### src/rtl/seq_pkg.sv
// Shared definitions for the sequential Y86-64 stage sequencer: instruction
// codes, status codes and the stage FSM state type.
package seq_pkg;

    localparam logic [3:0] IHALT   = 4'd0;
    localparam logic [3:0] INOP    = 4'd1;
    localparam logic [3:0] IRRMOVQ = 4'd2;
    localparam logic [3:0] IIRMOVQ = 4'd3;
    localparam logic [3:0] IRMMOVQ = 4'd4;
    localparam logic [3:0] IMRMOVQ = 4'd5;
    localparam logic [3:0] IOPQ    = 4'd6;
    localparam logic [3:0] IJXX    = 4'd7;
    localparam logic [3:0] ICALL   = 4'd8;
    localparam logic [3:0] IRET    = 4'd9;
    localparam logic [3:0] IPUSHQ  = 4'd10;
    localparam logic [3:0] IPOPQ   = 4'd11;

    localparam logic [1:0] STAT_AOK = 2'd0;
    localparam logic [1:0] STAT_HLT = 2'd1;
    localparam logic [1:0] STAT_ADR = 2'd2;
    localparam logic [1:0] STAT_INS = 2'd3;

    typedef enum logic [2:0] {
        IDLE      = 3'd0,
        FETCH     = 3'd1,
        DECODE    = 3'd2,
        EXECUTE   = 3'd3,
        MEMORY    = 3'd4,
        WRITEBACK = 3'd5,
        PCUPD     = 3'd6,
        STOP      = 3'd7
    } seq_state_e;

    // Codes above popq are not part of the Y86-64 instruction set.
    function automatic logic isInvalidIcode(input logic [3:0] code);
        return code > IPOPQ;
    endfunction

endpackage

### src/rtl/seq_pc_select.sv
// Combinational next-PC selection from the captured instruction results.
module seq_pc_select
    import seq_pkg::*;
(
    input  logic [3:0]  i_icode,
    input  logic        i_cnd,
    input  logic [63:0] i_valC,
    input  logic [63:0] i_valP,
    input  logic [63:0] i_valM,
    output logic [63:0] o_newPc
);

    always_comb begin
        o_newPc = i_valP;
        case (i_icode)
            ICALL:   o_newPc = i_valC;
            IJXX:    o_newPc = i_cnd ? i_valC : i_valP;
            IRET:    o_newPc = i_valM;
            default: o_newPc = i_valP;
        endcase
    end

endmodule

### src/rtl/seq_stage_ctrl.sv
// Stage sequencer and PC owner for the sequential Y86-64 core.
// Optional SEQ_PERF_CNT_EN adds saturating cycle/instruction counters.
module seq_stage_ctrl
    import seq_pkg::*;
#(
    parameter logic [63:0] RESET_PC = 64'd1
) (
    input  logic        clk,
    input  logic        rst_n,
    input  logic        start,
    input  logic [3:0]  icode,
    input  logic        imem_error,
    input  logic [63:0] valC,
    input  logic [63:0] valP,
    input  logic        cnd,
    input  logic [63:0] valM,
    input  logic        dmem_error,
    output logic [63:0] pc,
    output logic        fetch_en,
    output logic        decode_en,
    output logic        execute_en,
    output logic        memory_en,
    output logic        writeback_en,
    output logic [1:0]  stat,
    output logic        busy,
    output logic        halted
`ifdef SEQ_PERF_CNT_EN
    ,
    output logic [31:0] cycle_cnt,
    output logic [31:0] instr_cnt
`endif
);

    seq_state_e  r_state;
    seq_state_e  w_nextState;
    logic [1:0]  r_stat;
    logic [1:0]  w_nextStat;
    logic [63:0] r_pc;
    logic [3:0]  r_icode;
    logic [63:0] r_valC;
    logic [63:0] r_valP;
    logic        r_cnd;
    logic [63:0] r_valM;
    logic [63:0] w_newPc;

    always_ff @(posedge clk) begin
        if (!rst_n) begin
            r_state <= IDLE;
            r_stat  <= STAT_AOK;
        end else begin
            r_state <= w_nextState;
            r_stat  <= w_nextStat;
        end
    end

    always_comb begin
        w_nextState  = r_state;
        w_nextStat   = r_stat;
        fetch_en     = 1'b0;
        decode_en    = 1'b0;
        execute_en   = 1'b0;
        memory_en    = 1'b0;
        writeback_en = 1'b0;
        case (r_state)
            IDLE: begin
                if (start) w_nextState = FETCH;
            end
            FETCH: begin
                fetch_en    = 1'b1;
                w_nextState = DECODE;
            end
            // Fetch results arrive here; faults are ranked ADR, then HLT, then INS.
            DECODE: begin
                decode_en = 1'b1;
                if (imem_error) begin
                    w_nextStat  = STAT_ADR;
                    w_nextState = STOP;
                end else if (icode == IHALT) begin
                    w_nextStat  = STAT_HLT;
                    w_nextState = STOP;
                end else if (isInvalidIcode(icode)) begin
                    w_nextStat  = STAT_INS;
                    w_nextState = STOP;
                end else begin
                    w_nextState = EXECUTE;
                end
            end
            EXECUTE: begin
                execute_en  = 1'b1;
                w_nextState = MEMORY;
            end
            MEMORY: begin
                memory_en   = 1'b1;
                w_nextState = WRITEBACK;
            end
            WRITEBACK: begin
                writeback_en = ~dmem_error;
                if (dmem_error) begin
                    w_nextStat  = STAT_ADR;
                    w_nextState = STOP;
                end else begin
                    w_nextState = PCUPD;
                end
            end
            PCUPD:   w_nextState = FETCH;
            STOP:    w_nextState = STOP;
            default: w_nextState = IDLE;
        endcase
    end

    assign busy   = (r_state != IDLE) && (r_state != STOP);
    assign halted = (r_state == STOP);
    assign stat   = r_stat;
    assign pc     = r_pc;

    seq_pc_select u_pcSelect (
        .i_icode (r_icode),
        .i_cnd   (r_cnd),
        .i_valC  (r_valC),
        .i_valP  (r_valP),
        .i_valM  (r_valM),
        .o_newPc (w_newPc)
    );

    // Each stage result is captured in the cycle after its producer's strobe.
    always_ff @(posedge clk) begin
        if (!rst_n) begin
            r_pc    <= RESET_PC;
            r_icode <= 4'd0;
            r_valC  <= 64'd0;
            r_valP  <= 64'd0;
            r_cnd   <= 1'b0;
            r_valM  <= 64'd0;
        end else begin
            case (r_state)
                DECODE: begin
                    r_icode <= icode;
                    r_valC  <= valC;
                    r_valP  <= valP;
                end
                MEMORY:    r_cnd  <= cnd;
                WRITEBACK: r_valM <= valM;
                PCUPD:     r_pc   <= w_newPc;
                default: ;
            endcase
        end
    end

`ifdef SEQ_PERF_CNT_EN
    logic [31:0] r_cycleCnt;
    logic [31:0] r_instrCnt;

    always_ff @(posedge clk) begin
        if (!rst_n) begin
            r_cycleCnt <= 32'd0;
            r_instrCnt <= 32'd0;
        end else begin
            if (busy && (r_cycleCnt != '1)) r_cycleCnt <= r_cycleCnt + 32'd1;
            if ((r_state == PCUPD) && (r_instrCnt != '1)) r_instrCnt <= r_instrCnt + 32'd1;
        end
    end

    assign cycle_cnt = r_cycleCnt;
    assign instr_cnt = r_instrCnt;
`endif

endmodule
### config.mk
export PLATFORM = sky130hd
export DESIGN_NAME = seq_stage_ctrl
export DESIGN_NICKNAME = d
export VERILOG_FILES = /design/src/rtl/seq_pkg.sv /design/src/rtl/seq_pc_select.sv /design/src/rtl/seq_stage_ctrl.sv
export SDC_FILE = /design/constraint.sdc
export NUM_CORES = 1
export LEC_CHECK = 0
export CORE_MARGIN = 2
export CORE_UTILIZATION = 40
export CTS_CLUSTER_SIZE = 40
export DETAILED_ROUTE_END_ITERATION = 7
export GPL_ROUTABILITY_DRIVEN = 1
export PLACE_DENSITY = 0.82
export SYNTH_ARGS = -nofsm -noshare
export SYNTH_HDL_FRONTEND = slang
export SYNTH_SLANG_ARGS = --single-unit
### constraint.sdc
create_clock -name clk -period 1.6 [get_ports clk]
set_clock_uncertainty 0.1 [all_clocks]
set_input_delay 0.16 -clock clk [delete_from_list [all_inputs] [get_ports clk]]
set_output_delay 0.16 -clock clk [all_outputs]
set_load 0.01 [all_outputs]
# --- Word level (Yosys, flattened, before mapping) ---
# Index checks and enable logic that the tools add are counted.
# Widths: inputs -> output; s select.
totals:
  reg_bits: 266
  input_bits: 202
op_classes:
  n_lt_le_gt_ge: 1
  n_eq_ne: 14
  muxes: 18
  bitwise: 1
  n_reduce_logical: 6
op_table:
  columns: ["operator", "count"]
  rows:
  - ["$pmux 64 s3", 1]
  - ["$mux 64", 1]
  - ["$pmux 3 s8", 1]
  - ["$eq 3x3->1 const B", 4]
  - ["$mux 3", 4]
  - ["$eq 4x4->1 const B", 2]
  - ["$mux 2", 4]
  - ["$eq 3x2->1 const B", 2]
  - ["$mux 1", 6]
  - ["$eq 4x3->1 const B", 1]
  - ["$gt 4x4->1 const B", 1]
  - ["$logic_not 4->1", 1]
  - ["$ne 2x2->1 const B", 2]
  - ["$ne 4x4->1 const B", 1]
  - ["$pmux 2 s2", 1]
  - ["$eq 3x1->1 const B", 1]
  - ["$logic_not 3->1", 1]
  - ["$ne 3x3->1 const B", 1]
  - ["$reduce_and 3->1", 1]
  - ["$reduce_bool 3->1", 1]
  - ["$reduce_bool 2->1", 1]
  - ["$logic_and 1x1->1", 1]
  - ["$not 1->1", 1]

# --- Longest topological paths before layout ---
# Gate-level depths: netlist of the first run.
depth:
  depth_word: 5
  depth_mapped: 8
  ltp_nobuf: 4

# --- By module ---
# From an unflattened synthesis of the first run, not the netlist that was laid out.
hier_totals:
  cells_unflattened: 1482
  area_unflattened_um2: 11661.2
by_module_without_submodules:
  columns: ["module", "instances", "cells_per_inst", "area_each_um2"]
  rows:
  - ["seq_stage_ctrl", 1, 1173, 9316.4]
  - ["seq_pc_select", 1, 309, 2344.7]

# --- Worst setup path after synthesis of the first run ---
# OpenSTA, ideal clock, no wires.
synth_timing:
  path_type: "register to register"
  startpoint: "register r_state[0]"
  endpoint: "register r_pc[10] (netlist: pc[10])"
  arrival_time_ps: 1418
  required_time_ps: 1372
  slack_ps: -46
  path_stages_with_launch: 8
  period_less_slack_ps: 1646
  path_cell_list: "dfxtp_1 -> buf_2 -> nand2b_1 -> or2_2 -> buf_4 -> buf_6 -> a221oi_1 -> a21oi_1"
synth_between:
  elab_chain_len: 1
synth_lines:
  columns: ["item", "line", "source"]
  rows:
  - ["start: declaration", "seq_stage_ctrl.sv:34", "seq_state_e r_state;"]
  - ["start signal: assignment", "seq_stage_ctrl.sv:51", "r_state <= w_nextState;"]
  - ["$eq 3x3->1", "seq_stage_ctrl.sv:135", "case (r_state)"]
  - ["end signal: assignment", "seq_stage_ctrl.sv:143", "PCUPD: r_pc <= w_newPc;"]
  - ["end: declaration", "seq_stage_ctrl.sv:38", "logic [63:0] r_pc;"]
# Every way passes these cells.
# A chain may end at the register's enable or synchronous reset.

# --- Final worst setup path of the first run ---
layout_timing:
  startpoint: "register r_state[1]"
  endpoint: "register r_stat[0] (netlist: stat[0])"
layout_between:
  elab_chain_len: 3
layout_lines:
  columns: ["item", "line", "source"]
  rows:
  - ["$eq 3x2->1 or $eq 3x3->1 (tied branches)", "seq_stage_ctrl.sv:64", "case (r_state)"]
  - ["$ne 4x4->1 (no source line), or another cell as far along", null, null]
  - ["$reduce_and 3->1 (no source line)", null, null]
  - ["end signal: assignment", "seq_stage_ctrl.sv:52", "r_stat <= w_nextStat;"]
  - ["end: declaration", "seq_stage_ctrl.sv:36", "logic [1:0] r_stat;"]
# Several ways; a longest one is shown, not always the timed one.

==> run metrics, run 1 <==
status=finished with violations; failing checks=setup timing; Slew Limit Headroom=0.731; area of the mapped netlist=approximately 0.011 sq mm; Final Net Count=about 1,800; number of fill cells in the layout=around 1,800; Pins Over Slew Limit=0; worst-case reg-to-reg path depth=7; Synth Flop Type=dfxtp_1; Yosys reg bits=around 270; Final setup viols=roughly 250; worst setup margin=-253 ps; register area share after synthesis=0.503; Reg2Reg Setup Slack=-250 ps; cells after synthesis=approximately 1,300; Core Area=0.0260 sq mm; clock sinks=between 200 and 300; P_sw=approximately 4700 uW; Crit Path Class=flop to flop; CTS Buf Count=28; sequential share of power=0.415; Routability Congestion=slightly above 0.8; port bufs=274; WHS=~64 ps; Non-Filler Instances=around 2,000; DP Cell Count=~1,800; max cap viols=0; minimum clock period after layout=around 1900 ps; Horiz. Die Dim=around 170 um; final hold violation count=0; asr flop ratio synth=0; Hold Path Class=input pin to flop; Layout Utilization=0.701; PwrDens=about 960 mW/mm^2; RSZ-0062 raised after global routing=yes; maximum clock frequency=approximately 540 MHz; Area Growth Syn to Fin=72.0%; CTS clk-pin slew, worst paths=about 70 ps; ANT nets after route=0; H-tree level count=1; synth unique cells=37; HPWL after DPL=roughly 22,000 um; number of global-route vias before repair=11,300; Tcrit/Tclk final=1.16; drt first pass iters=5; Int Power=roughly 13,000 uW; Worst-Margin Slew=about 400 ps; worst hold stages=3; CP required=between 1500 and 2000 ps; Leak Pwr=0.00735 uW; FP Rows=59; CTS tree=yes; worst-path maximum fanout=6; leading post-synthesis cells by cell area=dfxtp_1, nand2_1, a21boi_0; GRT overflow=0; layout cells sized above 1=0.263; maximum vdd ir drop=roughly 0.73 mV; largest net degree at the start of global routing=between 70 and 80; Reg area=0.00534 sq mm; Worst Setup End Kind=flop; Net Sw Frac=0.268; clock latency on the worst-skew pair=roughly 540 ps; global router's overall resource usage=0.277; root buf cell=clkbuf_16; first-pass GRT wire length=61,800 um; Syn Nets=about 1,500; startpoint class of the critical path=flop; combinational share of power=0.187; Arr. time, crit path=2210 ps; vias per inst=5.75; Die ar.=0.0278 sq mm; die extent in y=between 150 and 200 um; Post-Syn Area per Cell=8.37 sq um; drt total wl=45,800 um; area leader, netlist=dfxtp_1; Vias=~11,000; post-synth top area share=0.503; Synth warnings=0; Clock power frac=0.398; multi-input logic area=a little over 0.006 sq mm; WL per Instance=about 23 um; Post-synth EDFFs=0; initial antenna violation count=1; Top Ports=275; Initial Util=0.407; clock tree buffer depth=3; initial drt markers=1,045; Remaining DRCs=0
cell type report:
type / instances / share of cell area
Sequential cell: 266 / 0.293
Multi-Input combinational cell: 888 / 0.342
Timing Repair Buffer: 427 / 0.286
Antenna cell: 1 / 0.000137
Tap cell: 335 / 0.0230
Clock buffer: 35 / 0.0433
Inverter: 4 / 0.00124
Clock inverter: 16 / 0.0105
sequential cells by signal, indices dropped and copies added, names as in the netlist:
| register | count |
|---|---|
| stat | 2 |
| pc | 64 |
| r_state | 3 |
| r_valM | 64 |
| r_icode | 4 |
| r_cnd | 1 |
| r_valC | 64 |
| r_valP | 64 |
logic make-up after synthesis:
| group | Yosys count | synth area share |
|---|---|---|
| and+or+nand+nor | 485 | 0.177 |
| AOI/OAI and AO/OA | 400 | 0.262 |
| DFF | 266 | 0.503 |
| buffers and inverters | 113 | 0.0570 |
| muxes | 1 | 0.000946 |
Yosys cell counts, types with 3 or more instances:
cell / instances
nor2_1: 7
nor3b_1: 3
inv_1: 3
a21boi_1: 70
nand2_1: 460
buf_6: 15
a21oi_1: 66
a21boi_0: 127
o21ai_0: 66
buf_2: 18
clkbuf_1: 67
a221oi_1: 63
buf_4: 7
dfxtp_1: 266
layer usage:
layer  wire length [um]  global-route usage  share of wire
met1              17400               0.333           0.38
met3               3330              0.0480          0.073
met5                  0                   0              0
met2              23300               0.493           0.51
met4               1770               0.111          0.039
path summary, 6_finish.rpt:
kind                                              start                 endpoint
worst min-delay path                           valC[27]  r_valC[27]$_SDFFE_PN0P_
worst max register to register  r_state[1]$_SDFFE_PN0P_     stat[0]$_SDFFE_PN0P_
worst max-delay path            r_state[1]$_SDFFE_PN0P_     stat[0]$_SDFFE_PN0P_
worst min register to register  r_valM[46]$_SDFFE_PN0N_  r_valM[46]$_SDFFE_PN0N_
power groups by stage:
stage / Sequential [uW] / Clock, uW / Combinational [uW]
after floorplan: 7250 / 0 / 983
after global placement: 7280 / 0 / 2000
after detailed placement: 7290 / 0 / 2030
after CTS: 7210 / 6950 / 2780
after global routing: 7290 / 7220 / 3420
final: 7270 / 6970 / 3280
critical path, stage by stage (launching register included):
cell and delay, ps:
dfxtp_4 380, or3b_4 410, buf_4 170, buf_12 150, buf_12 130, a21oi_4 140, nand4b_1 140, o21ai_1 140
cells in the final DEF, fill, tap and decap left out, types with 8 or more instances in the layout:
master,netlist,routed
a21boi_0,127,49
dlygate4sd2_1,0,66
a21oi_1,66,23
o21ai_0,66,65
nand2_2,0,30
buf_4,7,37
clkbuf_16,0,42
a21boi_2,0,13
clkdlybuf4s50_1,0,200
a221oi_4,0,37
buf_16,0,22
dfxtp_1,266,260
clkinv_2,1,8
a21oi_2,2,43
buf_6,15,29
nand2_4,0,40
a221oi_2,0,25
nand2_1,460,390
a21boi_1,70,135
buf_12,1,47
stage by stage:
stage	total power (uW)	worst slack [ps]	setup TNS (ps)	area, sq um
floorplan	8230	-0.460	-0.460	10600
global placement	9270	-343	-23210	13900
detailed placement	9310	-387	-32540	13900
CTS	16900	-176	-8570	17200
global route	17900	-289	-33920	18200
finish	17500	-253	-23640	18200
what timing repair did:
| item | CTS | global route |
|---|---|---|
| pin swaps | 167 | 45 |
| setup endpoints to repair | 301 | 269 |
| buffers inserted | 45 | 12 |
| cloned | 26 | 17 |
| hold buffers | 1 | 0 |
| endpoints found under the hold margin | 29 | 0 |
| resized for setup | 437 | 138 |
Power figures use the tool's default switching activity.
==> run 2, diff against run 1 <==
Settings changed: GPL_TIMING_DRIVEN from default to 0.
==> run metrics, run 2 (synthesis gave the netlist of run 1 again) <==
status=finished with violations; failing checks=setup timing; Area after DPL=between 0.01 and 0.015 sq mm; die extent in y=167 um; commonest non-fill, non-tap cell in the layout=nand2_1; Worst R2R End=r_valC[44]$_SDFFE_PN0P_; Core Area=~0.026 sq mm; PwrDens=979 mW/mm^2; WL per Instance=slightly below 20 um; clock tree buffer depth=3; CP required=between 1000 and 1500 ps; CTS clk-pin slew, worst paths=60 ps; clock sinks=approximately 270; maximum clock frequency=520 MHz; Area Growth Syn to Fin=56.1%; H-tree level count=1; maximum vdd ir drop=around 0.64 mV; largest net degree at the start of global routing=14; Final setup viols=~330; Pins Over Slew Limit=0; worst slack at placement=-702 ps; global router's overall resource usage=0.265; Die ar.=between 0.02 and 0.03 sq mm; GRT overflow=0; startpoint class of the critical path=flop; Worst-Margin Slew=just over 1000 ps; HPWL after DPL=roughly 25,000 um; Remaining DRCs=0; Final Net Count=about 1,800; Final Cell Area=roughly 0.017 sq mm; RSZ-0062 raised after global routing=yes; max cap viols=0; Crit Path Class=flop to primary output; final hold violation count=0; Top Ports=around 280; Leak Pwr=between 0.006 and 0.007 uW; port bufs=273; initial antenna violation count=4; root buf cell=clkbuf_16; Arr. time, crit path=~1700 ps; Slew Limit Headroom=0.320; commonest cells after routing, fill and taps aside=nand2_1, clkdlybuf4s50_1, dfxtp_1, a21boi_1, a21boi_0; Hold Path Class=input pin to flop; minimum clock period after layout=~1900 ps; hold endpoint=r_valM[22]$_SDFFE_PN0N_; worst-path maximum fanout=4; worst-case reg-to-reg path depth=7; Worst Setup End Kind=primary output; ANT nets after route=0; number of fill cells in the layout=~2,000; clock latency on the worst-skew pair=between 500 and 600 ps; Non-Filler Instances=approximately 2,000; Reg2Reg Setup Slack=-290 ps; Horiz. Die Dim=roughly 170 um; Routability Congestion=about 0.86; drt first pass iters=5; worst setup margin=-323 ps; FP Rows=between 50 and 60; first-pass GRT wire length=a little under 60,000 um; Tcrit/Tclk final=1.20; initial drt markers=between 800 and 900; WHS=between 60 and 70 ps; drt total wl=~39,000 um; Vias=approximately 11,000; number of global-route vias before repair=11,000; CTS tree=yes; worst hold stages=3; Initial Util=0.407; layout cells sized above 1=0.175; worst r2r src=r_state[2]$_SDFFE_PN0P_; DP Cell Count=around 1,900; vias per inst=between 5 and 6; Hold Path Origin=valM[22]; CTS Buf Count=28
==> run 2: cell types whose count changed in the layout (fill, tap and decap cells not counted), moves of 36 or more <==
cell / change
nand2_4: -40
a21oi_2: -41
dlygate4sd2_1: -66
clkbuf_1: +36
buf_12: -36
nand2_1: +65
clkdlybuf4s50_1: +66
a21oi_1: +41
==> run 2: worst max path at each step <==
stage,start,endpoint,slack [ps],depth (start not counted)
2_1_floorplan,r_state[0]$_SDFFE_PN0P_,pc[10]$_SDFFE_PN0N_,-0.5,7
3_3_place_gp,r_icode[3]$_SDFFE_PN0P_,pc[56]$_SDFFE_PN0N_,-710,5
3_5_place_dp,r_icode[3]$_SDFFE_PN0P_,pc[1]$_SDFFE_PN0N_,-700,5
4_1_cts,r_state[2]$_SDFFE_PN0P_,decode_en,-420,6
5_1_grt,r_state[1]$_SDFFE_PN0P_,decode_en,-370,4
6_report,r_state[2]$_SDFFE_PN0P_,decode_en,-320,4
==> run 2: area by class of cell <==
type / count / area, sq um / area share
buffer: 104 / 866 / 0.0524
inverter: 4 / 31.3 / 0.00189
antenna: 4 / 10.0 / 0.000606
clock buffer: 42 / 855 / 0.0517
sequential: 266 / 5350 / 0.324
multi-input combinational: 886 / 5380 / 0.326
timing repair buffer: 338 / 3580 / 0.216
tap: 335 / 419 / 0.0254
clock inverter: 7 / 40.0 / 0.00242
==> run 2: repair_timing <==
| item | CTS | global route |
|---|---|---|
| hold buffers | 0 | 0 |
| endpoints found under the hold margin | 0 | 0 |
| resized for setup | 300 | 98 |
| endpoints found under the setup margin | 326 | 337 |
| setup buffers | 37 | 14 |
| gates cloned | 15 | 2 |
| pin swaps | 41 | 10 |
==> run 2: critical path, cell delays in order, from the launching register on <==
cell      delay, ps
dfxtp_4         360
or3b_4          470
clkinv_8         80
buf_8           100
buf_6            90
==> run 2: routing by layer <==
metal,GRT usage,wire [um],share of wire,vias up
met3,0.0504,2690,0.069,107
met4,0.105,1540,0.039,0
met2,0.462,19000,0.49,490
met5,0,0,0,-
li1,-,-,-,5045
met1,0.324,15900,0.41,5201
==> run 2: power breakdown <==
part / leakage [uW] / switching (uW) / internal (uW)
clock: 0.000441 / 2700 / 3660
combinational: 0.00344 / 1260 / 1350
sequential: 0.00216 / 242 / 6960
total: 0.00603 / 4200 / 12000
==> run 2: per-stage QoR <==
step | utilization | TNS, ps | total power [uW]
after floorplan | - | -0.460 | 8230
after global placement | 0.530 | -96640 | 9260
after detailed placement | 0.530 | -104050 | 9300
after CTS | 0.626 | -64850 | 16000
after global routing | 0.636 | -56710 | 16700
final | 0.636 | -38560 | 16200
==> run 3, diff against run 2 <==
Settings changed: SKIP_LAST_GASP from default to 1.
==> run metrics, run 3 (synthesis gave the netlist of run 1 again) <==
status=finished with violations; failing checks=setup timing; CTS tree=yes; Hold Path Class=input pin to flop; PwrDens=970 mW/mm^2; Die ar.=~0.028 sq mm; Routability Congestion=approximately 0.86; Top Ports=between 200 and 300; initial antenna violation count=2; Area after DPL=0.0138 sq mm; final hold violation count=0; Initial Util=0.407; Worst Setup SP=r_state[2]$_SDFFE_PN0P_; CTS Buf Count=28; worst setup margin=-379 ps; Horiz. Die Dim=167 um; Final setup viols=about 310; Leak Pwr=just over 0.006 uW; global router's overall resource usage=0.265; Worst-Margin Slew=slightly below 1000 ps; clock latency on the worst-skew pair=approximately 540 ps; commonest cells after routing, fill and taps aside=nand2_1, clkdlybuf4s50_1, dfxtp_1, a21boi_1, a21boi_0; Arr. time, crit path=1720 ps; minimum clock period after layout=about 2000 ps; Vias=10,800; DP Cell Count=1,873; Hold Path Origin=valM[22]; H-tree level count=1; initial drt markers=between 700 and 800; CP required=between 1000 and 1500 ps; layout cells sized above 1=0.179; FP Rows=59; drt first pass iters=6; clock tree buffer depth=3; Critical-path top delay cell=or3b_4; Crit Path Class=flop to primary output; die extent in y=roughly 170 um; number of global-route vias before repair=around 11,000; Most common cell on crit path=buf_6; Tcrit/Tclk final=1.24; Pins Over Slew Limit=0; Layout Utilization=0.645; startpoint class of the critical path=flop; CP max stage delay=450 ps; Final Net Count=1,828; first-pass GRT wire length=approximately 59,000 um; CTS clk-pin slew, worst paths=about 60 ps; ANT nets after route=0; Final Cell Area=~0.017 sq mm; root buf cell=clkbuf_16; vias per inst=roughly 5.4; crit-path cells=buf_6 > or3b_4 > clkinv_8 > buf_8 > buf_6; largest net degree at the start of global routing=14; HPWL after DPL=between 20,000 and 25,000 um; WHS=67.0 ps; Worst Setup End Kind=primary output; clock sinks=about 270; RSZ-0062 raised after global routing=yes; worst r2r src=r_state[2]$_SDFFE_PN0P_; worst-path maximum fanout=5; drt total wl=roughly 40,000 um; Area Growth Syn to Fin=58.2%; WP buf/inv=4; maximum vdd ir drop=0.608 mV; port bufs=roughly 270; Remaining DRCs=0; GRT overflow=0; Non-Filler Instances=1,983; WL per Instance=around 20 um; maximum clock frequency=between 500 and 600 MHz; Core Area=approximately 0.026 sq mm; max cap viols=0; Slew Limit Headroom=0.345; Top delay family on crit path=simple AND/OR/NAND/NOR gates; commonest non-fill, non-tap cell in the layout=nand2_1
[run 3: worst min-delay path, cell delays in order]
cell and delay (ps):
clkdlybuf4s50_1 400, nand2_1 60, a21boi_1 50
[run 3: cell type report]
| type | instances | area (sq um) |
|---|---|---|
| diodes | 3 | 7.51 |
| plain buffers | 105 | 901 |
| clock buffers | 42 | 855 |
| clock inverters | 7 | 40.0 |
| fillers | 1980 | 9240 |
| inverters | 4 | 31.3 |
| multi-input cells | 886 | 5570 |
| flip-flops and latches | 266 | 5340 |
| well taps | 335 | 419 |
| repair buffers | 335 | 3590 |
[run 3: final timing paths]
check	cells after the start	to	slack, ps
min reg2reg	2	r_valC[21]$_SDFFE_PN0P_	350
max	5	decode_en	-380
min	3	r_valM[22]$_SDFFE_PN0N_	70
max reg2reg	8	r_valC[44]$_SDFFE_PN0P_	-370
[run 3: what timing repair did]
action                     in CTS  in global routing
resized for setup             283                158
setup buffers                  37                 13
hold buffers                    0                  0
setup endpoints to repair     326                337
pin swaps                      41                 32
cloned                         15                  1
[run 3: through the flow]
step / power [uW] / setup slack, ps / setup TNS, ps
after floorplan: 8230 / -0.460 / -0.460
after global placement: 9260 / -713 / -96640
after detailed placement: 9300 / -702 / -104050
after CTS: 16000 / -422 / -67460
after global routing: 16700 / -402 / -66020
final: 16300 / -379 / -51840
[run 3: per-layer routing]
metal | wire, um | up-vias | global-route usage | part of all wire
li1 | - | 5035 | - | -
met1 | 16100 | 5183 | 0.328 | 0.41
met2 | 19300 | 476 | 0.462 | 0.49
met3 | 2730 | 110 | 0.0466 | 0.069
met4 | 1430 | 0 | 0.103 | 0.036
met5 | 0 | - | 0 | 0
[run 3: report_power, final]
group | leakage [uW] | internal, uW | switching [uW]
registers | 0.00215 | 6960 | 246
logic | 0.00346 | 1400 | 1290
clock network | 0.000441 | 3660 | 2700
